## config.mk

```make
export PLATFORM = sky130hd
export DESIGN_NAME = uart_tx_fifo
export DESIGN_NICKNAME = d
export VERILOG_FILES = /design/src/rtl/uart_pkg.sv /design/src/rtl/sync_fifo.sv /design/src/rtl/uart_tx_fifo.sv
export SDC_FILE = /design/constraint.sdc
export NUM_CORES = 1
export LEC_CHECK = 0
export CORE_MARGIN = 2
export CORE_UTILIZATION = 42
export DETAILED_ROUTE_END_ITERATION = 10
export DONT_BUFFER_PORTS = 1
export HOLD_SLACK_MARGIN = 0.06
export PLACE_DENSITY = 0.59
export SLEW_MARGIN = 15
export SYNTH_ARGS = -nofsm -noshare
export SYNTH_HDL_FRONTEND = slang
export SYNTH_SLANG_ARGS = --single-unit
```

## constraint.sdc

```tcl
create_clock -name clk -period 6.8 [get_ports clk]
set_input_delay 0.68 -clock clk [delete_from_list [all_inputs] [get_ports clk]]
set_output_delay 0.68 -clock clk [all_outputs]
set_load 0.05 [all_outputs]
```

## src/rtl/uart_pkg.sv

```systemverilog
// Shared definitions for the UART transmit path: byte width and the
// state encodings of the drain controller that feeds uart_tx.
package uart_pkg;

  localparam int unsigned BYTE_W = 8;

  // Drain controller states; the fourth encoding is unused and recovers to READY.
  typedef enum logic [1:0] {
    ST_READY = 2'b00,
    ST_ACK   = 2'b01,
    ST_BUSY  = 2'b10
  } drain_state_e;

endpackage

```

## src/rtl/sync_fifo.sv

```systemverilog
// Byte FIFO with extra-MSB pointers.
// - Full and empty are told apart by the pointer MSB.
// - A push is accepted while full only if a pop happens in the same cycle.
// - Flush clears both pointers and the sticky overflow flag.
module sync_fifo
  import uart_pkg::*;
#(
  parameter  int unsigned DEPTH = 16,
  localparam int unsigned AW    = $clog2(DEPTH)
) (
  input  logic              clk,
  input  logic              rst_n,
  input  logic              i_push,
  input  logic [BYTE_W-1:0] i_wr_data,
  input  logic              i_pop,
  input  logic              i_flush,
  output logic [BYTE_W-1:0] o_rd_data,
  output logic              o_full,
  output logic              o_empty,
  output logic [AW:0]       o_level,
  output logic              o_overflow
);

  localparam logic [AW:0] PTR_ONE = {{AW{1'b0}}, 1'b1};

  logic [BYTE_W-1:0] r_mem [DEPTH];
  logic [AW:0]       r_wr_ptr;
  logic [AW:0]       r_rd_ptr;
  logic              r_overflow;

  logic              w_full;
  logic              w_empty;
  logic              w_rd_ok;
  logic              w_wr_ok;
  logic              w_drop;

  // Status flags and push/pop qualification; flush suppresses both directions.
  always_comb begin
    w_full  = (r_wr_ptr[AW] != r_rd_ptr[AW]) &&
              (r_wr_ptr[AW-1:0] == r_rd_ptr[AW-1:0]);
    w_empty = (r_wr_ptr == r_rd_ptr);
    w_rd_ok = i_pop && !w_empty && !i_flush;
    w_wr_ok = i_push && !i_flush && (!w_full || w_rd_ok);
    w_drop  = i_push && !i_flush && w_full && !w_rd_ok;
  end

  // Pointer and sticky overflow state.
  always_ff @(posedge clk or negedge rst_n) begin
    if (!rst_n) begin
      r_wr_ptr   <= '0;
      r_rd_ptr   <= '0;
      r_overflow <= 1'b0;
    end else if (i_flush) begin
      r_wr_ptr   <= '0;
      r_rd_ptr   <= '0;
      r_overflow <= 1'b0;
    end else begin
      if (w_wr_ok) begin
        r_wr_ptr <= r_wr_ptr + PTR_ONE;
      end
      if (w_rd_ok) begin
        r_rd_ptr <= r_rd_ptr + PTR_ONE;
      end
      if (w_drop) begin
        r_overflow <= 1'b1;
      end
    end
  end

  // Storage write; contents need no reset because the pointers define validity.
  always_ff @(posedge clk) begin
    if (w_wr_ok) begin
      r_mem[r_wr_ptr[AW-1:0]] <= i_wr_data;
    end
  end

  assign o_rd_data  = r_mem[r_rd_ptr[AW-1:0]];
  assign o_full     = w_full;
  assign o_empty    = w_empty;
  assign o_level    = r_wr_ptr - r_rd_ptr;
  assign o_overflow = r_overflow;

endmodule

```

## src/rtl/uart_tx_fifo.sv

```systemverilog
// Byte FIFO plus drain controller in front of uart_tx.
// - Queued bytes are launched one at a time with a single-cycle tx_we strobe.
// - The controller waits for uart_tx to accept the byte (empty falls).
// - It then waits for the frame to finish (empty rises) before launching again.
module uart_tx_fifo
  import uart_pkg::*;
#(
  parameter  int unsigned DEPTH = 16,
  localparam int unsigned AW    = $clog2(DEPTH)
) (
  input  logic              clk,
  input  logic              rst_n,
  input  logic              wr_en,
  input  logic [BYTE_W-1:0] wr_data,
  input  logic              flush,
  output logic              full,
  output logic [AW:0]       level,
  output logic              overflow,
  output logic              idle,
  output logic              tx_we,
  output logic [BYTE_W-1:0] tx_din,
  input  logic              tx_empty
);

  drain_state_e      r_state;
  drain_state_e      w_next_state;
  logic              w_launch;
  logic              w_idle;
  logic              r_tx_we;
  logic [BYTE_W-1:0] r_tx_din;

  logic [BYTE_W-1:0] w_rd_data;
  logic              w_fifo_full;
  logic              w_fifo_empty;
  logic [AW:0]       w_fifo_level;
  logic              w_fifo_overflow;

  sync_fifo #(
    .DEPTH (DEPTH)
  ) u_fifo (
    .clk        (clk),
    .rst_n      (rst_n),
    .i_push     (wr_en),
    .i_wr_data  (wr_data),
    .i_pop      (w_launch),
    .i_flush    (flush),
    .o_rd_data  (w_rd_data),
    .o_full     (w_fifo_full),
    .o_empty    (w_fifo_empty),
    .o_level    (w_fifo_level),
    .o_overflow (w_fifo_overflow)
  );

  // Drain controller state register.
  always_ff @(posedge clk or negedge rst_n) begin
    if (!rst_n) begin
      r_state <= ST_READY;
    end else begin
      r_state <= w_next_state;
    end
  end

  // Drain controller next-state: launch, wait for accept, wait for frame end.
  always_comb begin
    w_next_state = ST_READY;
    case (r_state)
      ST_READY: w_next_state = w_launch ? ST_ACK : ST_READY;
      ST_ACK:   w_next_state = tx_empty ? ST_ACK : ST_BUSY;
      ST_BUSY:  w_next_state = tx_empty ? ST_READY : ST_BUSY;
      default:  w_next_state = ST_READY;
    endcase
  end

  // Drain controller outputs: a launch pops the FIFO; a flush blocks it.
  always_comb begin
    w_launch = 1'b0;
    w_idle   = 1'b0;
    case (r_state)
      ST_READY: begin
        w_launch = !w_fifo_empty && tx_empty && !flush;
        w_idle   = w_fifo_empty && tx_empty;
      end
      default: begin
        w_launch = 1'b0;
        w_idle   = 1'b0;
      end
    endcase
  end

  // Launch strobe and held data byte towards uart_tx.
  always_ff @(posedge clk or negedge rst_n) begin
    if (!rst_n) begin
      r_tx_we  <= 1'b0;
      r_tx_din <= 8'h00;
    end else begin
      r_tx_we <= w_launch;
      if (w_launch) begin
        r_tx_din <= w_rd_data;
      end
    end
  end

  assign full     = w_fifo_full;
  assign level    = w_fifo_level;
  assign overflow = w_fifo_overflow;
  assign idle     = w_idle;
  assign tx_we    = r_tx_we;
  assign tx_din   = r_tx_din;

endmodule

```

==> impl_metrics.tcl, run 1 <==
set metrics [dict create \
    outcome "completed" \
    final_cell_count_no_fill 538 \
    synth_edf_count 128 \
    synth_flop_cell "sky130_fd_sc_hd__edfxtp_1" \
    largest_net_degree_at_the_start_of_global_routing 37 \
    power.internal_mw 1.746 \
    timing_hold_violations_final 0 \
    cts_setup_buffers 0 \
    seq_power_share_pct 47.6 \
    switching_share_pct 28.19 \
    warning_count_from_the_yosys_run 0 \
    timing.critical_path.slowest_stage_cell "sky130_fd_sc_hd__xnor2_1" \
    timing.max_cap.violations 0 \
    grt_first_pass_wirelength_um 19600 \
    crit_required_ns 6.12 \
    worstPathCellList "buf_4 -> inv_1 -> ha_1 -> a21o_1 -> a21oi_1 -> xnor2_1" \
    tightest_slew_ns 1.142 \
    area_growth_pct 12.51 \
    layout.cells.most_common "sky130_fd_sc_hd__edfxtp_1" \
    worst_setup_hold_path_clk_slew_ns 0.06 \
    htree_levels 4 \
    via_count 3000 \
    seq_area_frac_synth_pct 70.86 \
    cp_max_fo 36 \
    cpPeakStageDelay_ns 0.87 \
    cts_repair_resize_count 0 \
    synthDominantCellAreaShare_pct 61.99 \
    core_area_um2 14480 \
    core.rowCount 44 \
    chipHeight_um 125.5 \
    grt_antenna_before_repair 0 \
    detail-route-antenna-nets 0 \
    setup-violations-final 0 \
    cp_top_family "XOR/XNOR gates" \
    buffer_ports.inserted 0 \
    routedWlPerCell_um 23.44 \
    pin_count 30 \
    timing.clock.skew_ns 0.009369 \
    worstSetupPathType "register to output port" \
    mostFrequentLayoutCells "sky130_fd_sc_hd__edfxtp_1, sky130_fd_sc_hd__nor2_1, sky130_fd_sc_hd__mux4_1" \
    final_util_pct 48.19 \
    p_leak_nw 2.322 \
    max-slew-margin-rel_pct 23.31 \
    antenna-diode-count 0 \
    ir_drop_mv 0.1653 \
    cts-root-buf "sky130_fd_sc_hd__clkbuf_16" \
    syn-cell-area_um2 6201 \
    first_global_vias 3169 \
    p_switching_uw 685.8 \
    share_of_async_settable_or_async_resettable_flops_after_synthesis_pct 14.67 \
    synthDistinctLibCells 43 \
    drive_above_1_share_pct 17.51 \
    period_share_pct 49.78 \
    floorplan_die_area_um2 15750 \
    drv_slew 0 \
    yosys-top-cells-area "sky130_fd_sc_hd__edfxtp_1, sky130_fd_sc_hd__mux4_1, sky130_fd_sc_hd__dfrtp_1" \
    hold_buffers_post_cts 1 \
    avgSynthCellArea_um2 18.85 \
    grt_setup_unrepaired "false" \
    drtIter0Drc 168 \
    clk_latency_ns 0.41 \
    cts_tree "done" \
    synthCells 329 \
    num_cts_buffers 17 \
    route.detailed.drc 0 \
    fillers 1194 \
    hpwl_um 8009 \
    numPlacedInstances 505 \
    clock_network_fraction_of_total_power_pct 36.5 \
    synth_area_leader_cell "sky130_fd_sc_hd__edfxtp_1" \
    groute.usage.overall_pct 17.21 \
    drt-total-wl_um 12610 \
    x_dimension_of_the_die_um 125.5 \
    crit_arrival_ns 2.70 \
    max-clock-path-buffers 2 \
    pwr-share-comb_pct 15.9 \
    num-nets-final 364 \
    worstSetupEndpointType "output port" \
    power-per-cell-area_nw_per_um2 348.6 \
    syn_nets 352 \
    viasPerCell 5.576 \
    finalSetupTns_ns 0 \
    detailedRoute.firstPassIterationCount 4 \
    shortest_period_the_worst_path_allows_ns 3.385 \
    worst_setup_path_start_kind "register" \
    hold_path.class "input pin to async pin" \
    worstPathBufferInverterCount 2 \
    clock_sinks 150 \
    floorplan.initialDensity_pct 42.83 \
    grt_overflow 0 \
    postSynthRegisterBits 150 \
    final_replace_weighted_congestion 0.8116 \
    max_freq_ghz 0.2954 \
]
-- cells in the mapped netlist, drive strengths merged, types with 2 or more instances --
master  instances
ha              9
o31ai           2
inv            11
edfxtp        128
clkbuf          4
nor3            5
buf            10
o22ai          16
nand2b          3
a21o            2
and4            3
xnor2           9
xor2            2
nand2           9
nor2           22
dfrtp          22
mux2            9
mux2i           2
a311oi          2
mux4           32
a21oi          13
-- final timing paths --
| path | startpoint | end | slack (ns) | cells past startpoint |
|---|---|---|---|---|
| setup / recovery | u_fifo.r_rd_ptr[1] | level[3] | 3.42 | 6 |
| hold / removal | rst_n | u_fifo.r_wr_ptr[4] | 0.07 | 1 |
| setup reg to reg | u_fifo.r_rd_ptr[1] | u_fifo.r_mem[9][4] | 3.54 | 7 |
| hold reg to reg | u_fifo.r_rd_ptr[3] | u_fifo.r_rd_ptr[3] | 0.51 | 1 |
| max in group asynchronous | rst_n | u_fifo.r_rd_ptr[0] | 6.58 | 1 |
| min in group clk | flush | u_fifo.r_rd_ptr[2] | 0.32 | 1 |
-- cell families (layout without fill, tap and decap cells) --
family | Yosys count | count (layout) | synth area share [%]
XOR/XNOR | 11 | 11 | 1.675
AO/OA/AOI/OAI | 41 | 41 | 4.399
multiplexers | 43 | 43 | 14.91
AND/OR/NAND/NOR | 49 | 49 | 3.854
adder cells (fa/ha/maj) | 10 | 10 | 2.139
flip-flops | 150 | 150 | 70.86
buffers and inverters | 25 | 50 | 2.159
-- cell type report --
class                   count  area [um^2]  area share (%)
clock inverters             9        103.9           1.489
multi-input cells         154         1683           24.12
well taps                 184        230.2           3.300
flip-flops and latches    150         4395           63.00
inverters                  11        41.29          0.5918
clock buffers              23        457.9           6.564
repair buffers              7        65.06          0.9326
-- stage by stage --
stage	cell area, um^2	power (mW)	hold slack, ns	worst slack, ns
5_1_grt	6977	2.521	0.06569	3.224
3_3_place_gp	6385	1.562	0.3850	3.360
6_report	6977	2.432	0.07217	3.415
4_1_cts	6967	2.451	0.06341	3.163
2_1_floorplan	6201	1.485	0.3844	3.545
3_5_place_dp	6385	1.564	0.3850	3.194
-- metal layers --
| metal | wire length [um] | up-vias | GRT usage (%) | share of wire (%) |
|---|---|---|---|---|
| met3 | 856 | 11 | 4.835 | 6.8 |
| met5 | 0 | - | 0 | 0 |
| met4 | 183 | 0 | 6.275 | 1.5 |
| met2 | 6367 | 97 | 27.47 | 50 |
| li1 | - | 1360 | - | - |
| met1 | 5203 | 1532 | 22.76 | 41 |
-- power groups by stage --
stage / Combinational, mW / Sequential [mW] / Clock (mW)
3_3_place_gp: 0.385 / 1.18 / 0
6_report: 0.386 / 1.16 / 0.888
3_5_place_dp: 0.386 / 1.18 / 0
4_1_cts: 0.392 / 1.16 / 0.899
2_1_floorplan: 0.321 / 1.16 / 0
5_1_grt: 0.417 / 1.16 / 0.939
-- registers in the layout, summed over array words and instances, names as in the netlist --
| register | cells |
|---|---|
| u_fifo.r_rd_ptr | 5 |
| r_state | 2 |
| u_fifo.r_wr_ptr | 5 |
| u_fifo.r_mem | 128 |
| tx_we | 1 |
| tx_din | 8 |
| u_fifo.o_overflow | 1 |
No activity file was read; power rests on OpenSTA's default activity.
==> inputs of run 2 (changes only) <==
ABC_AREA = 1   (was default)
PLACE_DENSITY = 0.62   (was 0.59)
clock period = 2.8 ns   (was 6.8 ns; I/O delays follow)
==> run 2 against run 1 <==
  * Combinational power grew to 2.6 times the previous value
  * Clock-buffer cell count shrank 5
  * Clock skew shrank 0.0012 ns
  * Largest cell class unchanged
  * Final area grew 10%
  * Largest power group unchanged
  * First-iteration DRC count grew 140%
  * Routed wire length grew 25%
  * Critical endpoint is now level[4]
  * Final cell count grew 73%
  * Register-to-register slack lost 3.2 ns
  * Global-route usage grew 2.6 points
  * Critical path type unchanged
  * Non-clock buffer count grew 25
==> impl_metrics.tcl, run 2 <==
set metrics [dict create \
    outcome "completed" \
    grt_setup_unrepaired "false" \
    groute.layer.met2.usage_pct 29.38 \
    layout.cells.most_common "sky130_fd_sc_hd__nand2_1" \
    grt_antenna_before_repair 0 \
    avgSynthCellArea_um2 9.952 \
    netlist_top_cells_count "sky130_fd_sc_hd__nand2_1, sky130_fd_sc_hd__edfxtp_1, sky130_fd_sc_hd__inv_1, sky130_fd_sc_hd__nand3_1, sky130_fd_sc_hd__nor2_1" \
    syn_nets 702 \
    chipHeight_um 130.8 \
    max_freq_ghz 0.4039 \
    synthCells 679 \
    shortest_period_the_worst_path_allows_ns 2.476 \
    r2r_setup_slack_ns 0.33 \
    r2r_start "u_fifo.r_rd_ptr[3]" \
    grtUsageMet1_pct 27.81 \
    hold_path.class "input pin to register" \
    x_dimension_of_the_die_um 130.8 \
    max-slew-margin-rel_pct 37.72 \
    timing.max_cap.violations 0 \
    synth_flop_cell "sky130_fd_sc_hd__edfxtp_1" \
    max-clock-path-buffers 2 \
    floorplan.initialDensity_pct 42.70 \
    synth_area_leader_cell "sky130_fd_sc_hd__edfxtp_1" \
    global_route.peak_usage_layer "met2" \
    cts_tree "done" \
    route.detailed.drc 0 \
    numPlacedInstances 887 \
    share_of_async_settable_or_async_resettable_flops_after_synthesis_pct 14.67 \
    htree_levels 4 \
    num_cts_buffers 17 \
    timing.hold.worst.start "flush" \
    global_route.usage.met3_pct 4.682 \
    drt-total-wl_um 15810 \
    setup-violations-final 0 \
    groute.usage.overall_pct 19.80 \
    drtIter0Drc 401 \
    hpwl_um 10300 \
    detail-route-antenna-nets 0 \
    warning_count_from_the_yosys_run 0 \
    number_of_flip_flops_under_the_largest_register_name 128 \
    p_leak_nw 3.342 \
    area_growth_pct 13.92 \
    crit_arrival_ns 2.20 \
    floorplan_die_area_um2 17120 \
    whs_endpoint "u_fifo.r_rd_ptr[3]" \
    yosys-top-cells-area "sky130_fd_sc_hd__edfxtp_1, sky130_fd_sc_hd__nand2_1, sky130_fd_sc_hd__dfrtp_1" \
    worstSetupPathType "register to output port" \
    period_share_pct 88.41 \
    worstSetupEndpointType "output port" \
    final_cell_count_no_fill 930 \
    clk_latency_ns 0.43 \
    routedWlPerCell_um 17.00 \
    worstRegToRegCells 9 \
    cpPeakStageDelay_ns 0.50 \
    core_area_um2 15830 \
    cts_setup_buffers 0 \
    synthMostInstantiatedCell "sky130_fd_sc_hd__nand2_1" \
    finalSetupTns_ns 0 \
    core.rowCount 46 \
    post_route_cell_area_um2 7699 \
    worst_setup_path_start_kind "register" \
    cp_top_family "adder cells" \
    synth_edf_count 128 \
    antenna-diode-count 0 \
    synthDistinctLibCells 28 \
    via_count 4603 \
    pin_count 30 \
    postLayoutSetupSlackWorst_ns 0.3244 \
    postSynthRegisterBits 150 \
    synthDominantCellAreaShare_pct 56.88 \
    timing.clock.skew_ns 0.008169 \
    grt_overflow 0 \
    worstReg2RegEnd "u_fifo.r_mem[4][6]" \
    largest_net_degree_at_the_start_of_global_routing 67 \
    crit_required_ns 2.52 \
    syn-cell-area_um2 6758 \
    final_replace_weighted_congestion 0.8886 \
    tightest_slew_ns 0.9312 \
    worstPathCellList "buf_4 -> fa_1 -> o21ai_0 -> xor2_1 -> buf_4" \
    drive_above_1_share_pct 8.964 \
    detailedRoute.firstPassIterationCount 5 \
    viasPerCell 4.949 \
    timing.critical_path.slowest_stage_cell "sky130_fd_sc_hd__fa_1" \
    worstPathBufferInverterCount 2 \
    cp_max_fo 35 \
    cts-root-buf "sky130_fd_sc_hd__clkbuf_16" \
    number_of_stages_on_the_worst_hold_path 3 \
    power-per-cell-area_nw_per_um2 775.7 \
    clock_sinks 150 \
    worst_setup_hold_path_clk_slew_ns 0.06 \
    seq_area_frac_synth_pct 65.02 \
    dp_worst_setup_slack_ns 0.3610 \
    timing_hold_violations_final 0 \
    first_global_vias 4398 \
    ir_drop_mv 0.4698 \
    grt_first_pass_wirelength_um 24500 \
    dpl_cell_area_um2 7019 \
    buffer_ports.inserted 0 \
    num-nets-final 725 \
    drv_slew 0 \
    mostFrequentLayoutCells "sky130_fd_sc_hd__nand2_1, sky130_fd_sc_hd__edfxtp_1, sky130_fd_sc_hd__inv_1" \
    critical_path.most_common_cell "sky130_fd_sc_hd__buf_4" \
]
-- run 2: changes by cell type after synthesis, moves of 15 or more --
cell / change
sky130_fd_sc_hd__buf_2: +15
sky130_fd_sc_hd__inv_1: +100
sky130_fd_sc_hd__mux4_1: -22
sky130_fd_sc_hd__nand2_1: +206
sky130_fd_sc_hd__nand3_1: +100
sky130_fd_sc_hd__o22ai_1: -15
-- run 2: final cells by class --
| cell class | instances | area, um^2 |
|---|---|---|
| clock buffers | 18 | 429.2 |
| flip-flops and latches | 150 | 4395 |
| repair buffers | 32 | 265.3 |
| multi-input cells | 386 | 1769 |
| well taps | 216 | 270.3 |
| clock inverters | 13 | 135.1 |
| fillers | 1433 | 8129 |
| inverters | 115 | 434.2 |
-- run 2: worst max path at each step --
stage,start,to,cells after the start
after floorplan,u_fifo.r_rd_ptr[2],u_fifo.r_mem[12][0],10
after global placement,u_fifo.r_rd_ptr[3],u_fifo.r_mem[4][7],9
after detailed placement,u_fifo.r_rd_ptr[3],u_fifo.r_mem[14][4],9
after CTS,u_fifo.r_rd_ptr[1],level[4],5
after global routing,u_fifo.r_rd_ptr[3],u_fifo.r_mem[8][4],9
final,u_fifo.r_rd_ptr[1],level[4],5
-- run 2: routing by layer --
metal	part of all wire (%)	wire, um	vias up
met2	46	7219	193
met4	2.9	459	0
met5	0	0	-
li1	-	-	2224
met3	7.5	1191	32
met1	44	6941	2154
-- run 2: timing repair --
| item | 4_1_cts | 5_1_grt |
|---|---|---|
| hold endpoints to repair | 154 | 22 |
| resized for setup | 0 | 0 |
| hold buffers | 11 | 1 |
| endpoints found under the setup margin | 0 | 0 |
-- run 2: where the power goes --
part | switching (mW) | internal [mW] | leakage [nW]
logic | 0.749 | 0.271 | 1.63
registers | 0.259 | 2.51 | 1.44
clock network | 0.882 | 1.30 | 0.267
total | 1.89 | 4.08 | 3.34
-- run 2: worst register-to-register path: stages, from the launching register on --
cell and delay (ns):
sky130_fd_sc_hd__dfrtp_1 0.53, sky130_fd_sc_hd__inv_1 0.11, sky130_fd_sc_hd__ha_1 0.36, sky130_fd_sc_hd__nand4_1 0.11
sky130_fd_sc_hd__nor2_2 0.05, sky130_fd_sc_hd__nand2_1 0.09, sky130_fd_sc_hd__nand2_2 0.08, sky130_fd_sc_hd__inv_4 0.12
sky130_fd_sc_hd__nand2_2 0.11, sky130_fd_sc_hd__nor2_1 0.53
-- run 2: through the flow --
stage / total power [mW] / util (%) / hold WS, ns
after CTS: 5.992 / 48.61 / 0.1136
after detailed placement: 3.774 / 44.35 / -0.01524
final: 5.972 / 48.64 / 0.1206
after global routing: 6.204 / 48.64 / 0.1241
after global placement: 3.768 / 44.35 / -0.01510
after floorplan: 3.538 / - / -0.01559
-- run 2: kinds of logic after synthesis --
family	after synthesis	share of synthesized area, %
simple gates	354	22.03
compound gates	15	1.167
fa+ha+maj	10	1.963
flops	150	65.03
xor+xnor	7	1.018
buf+inv	143	8.795
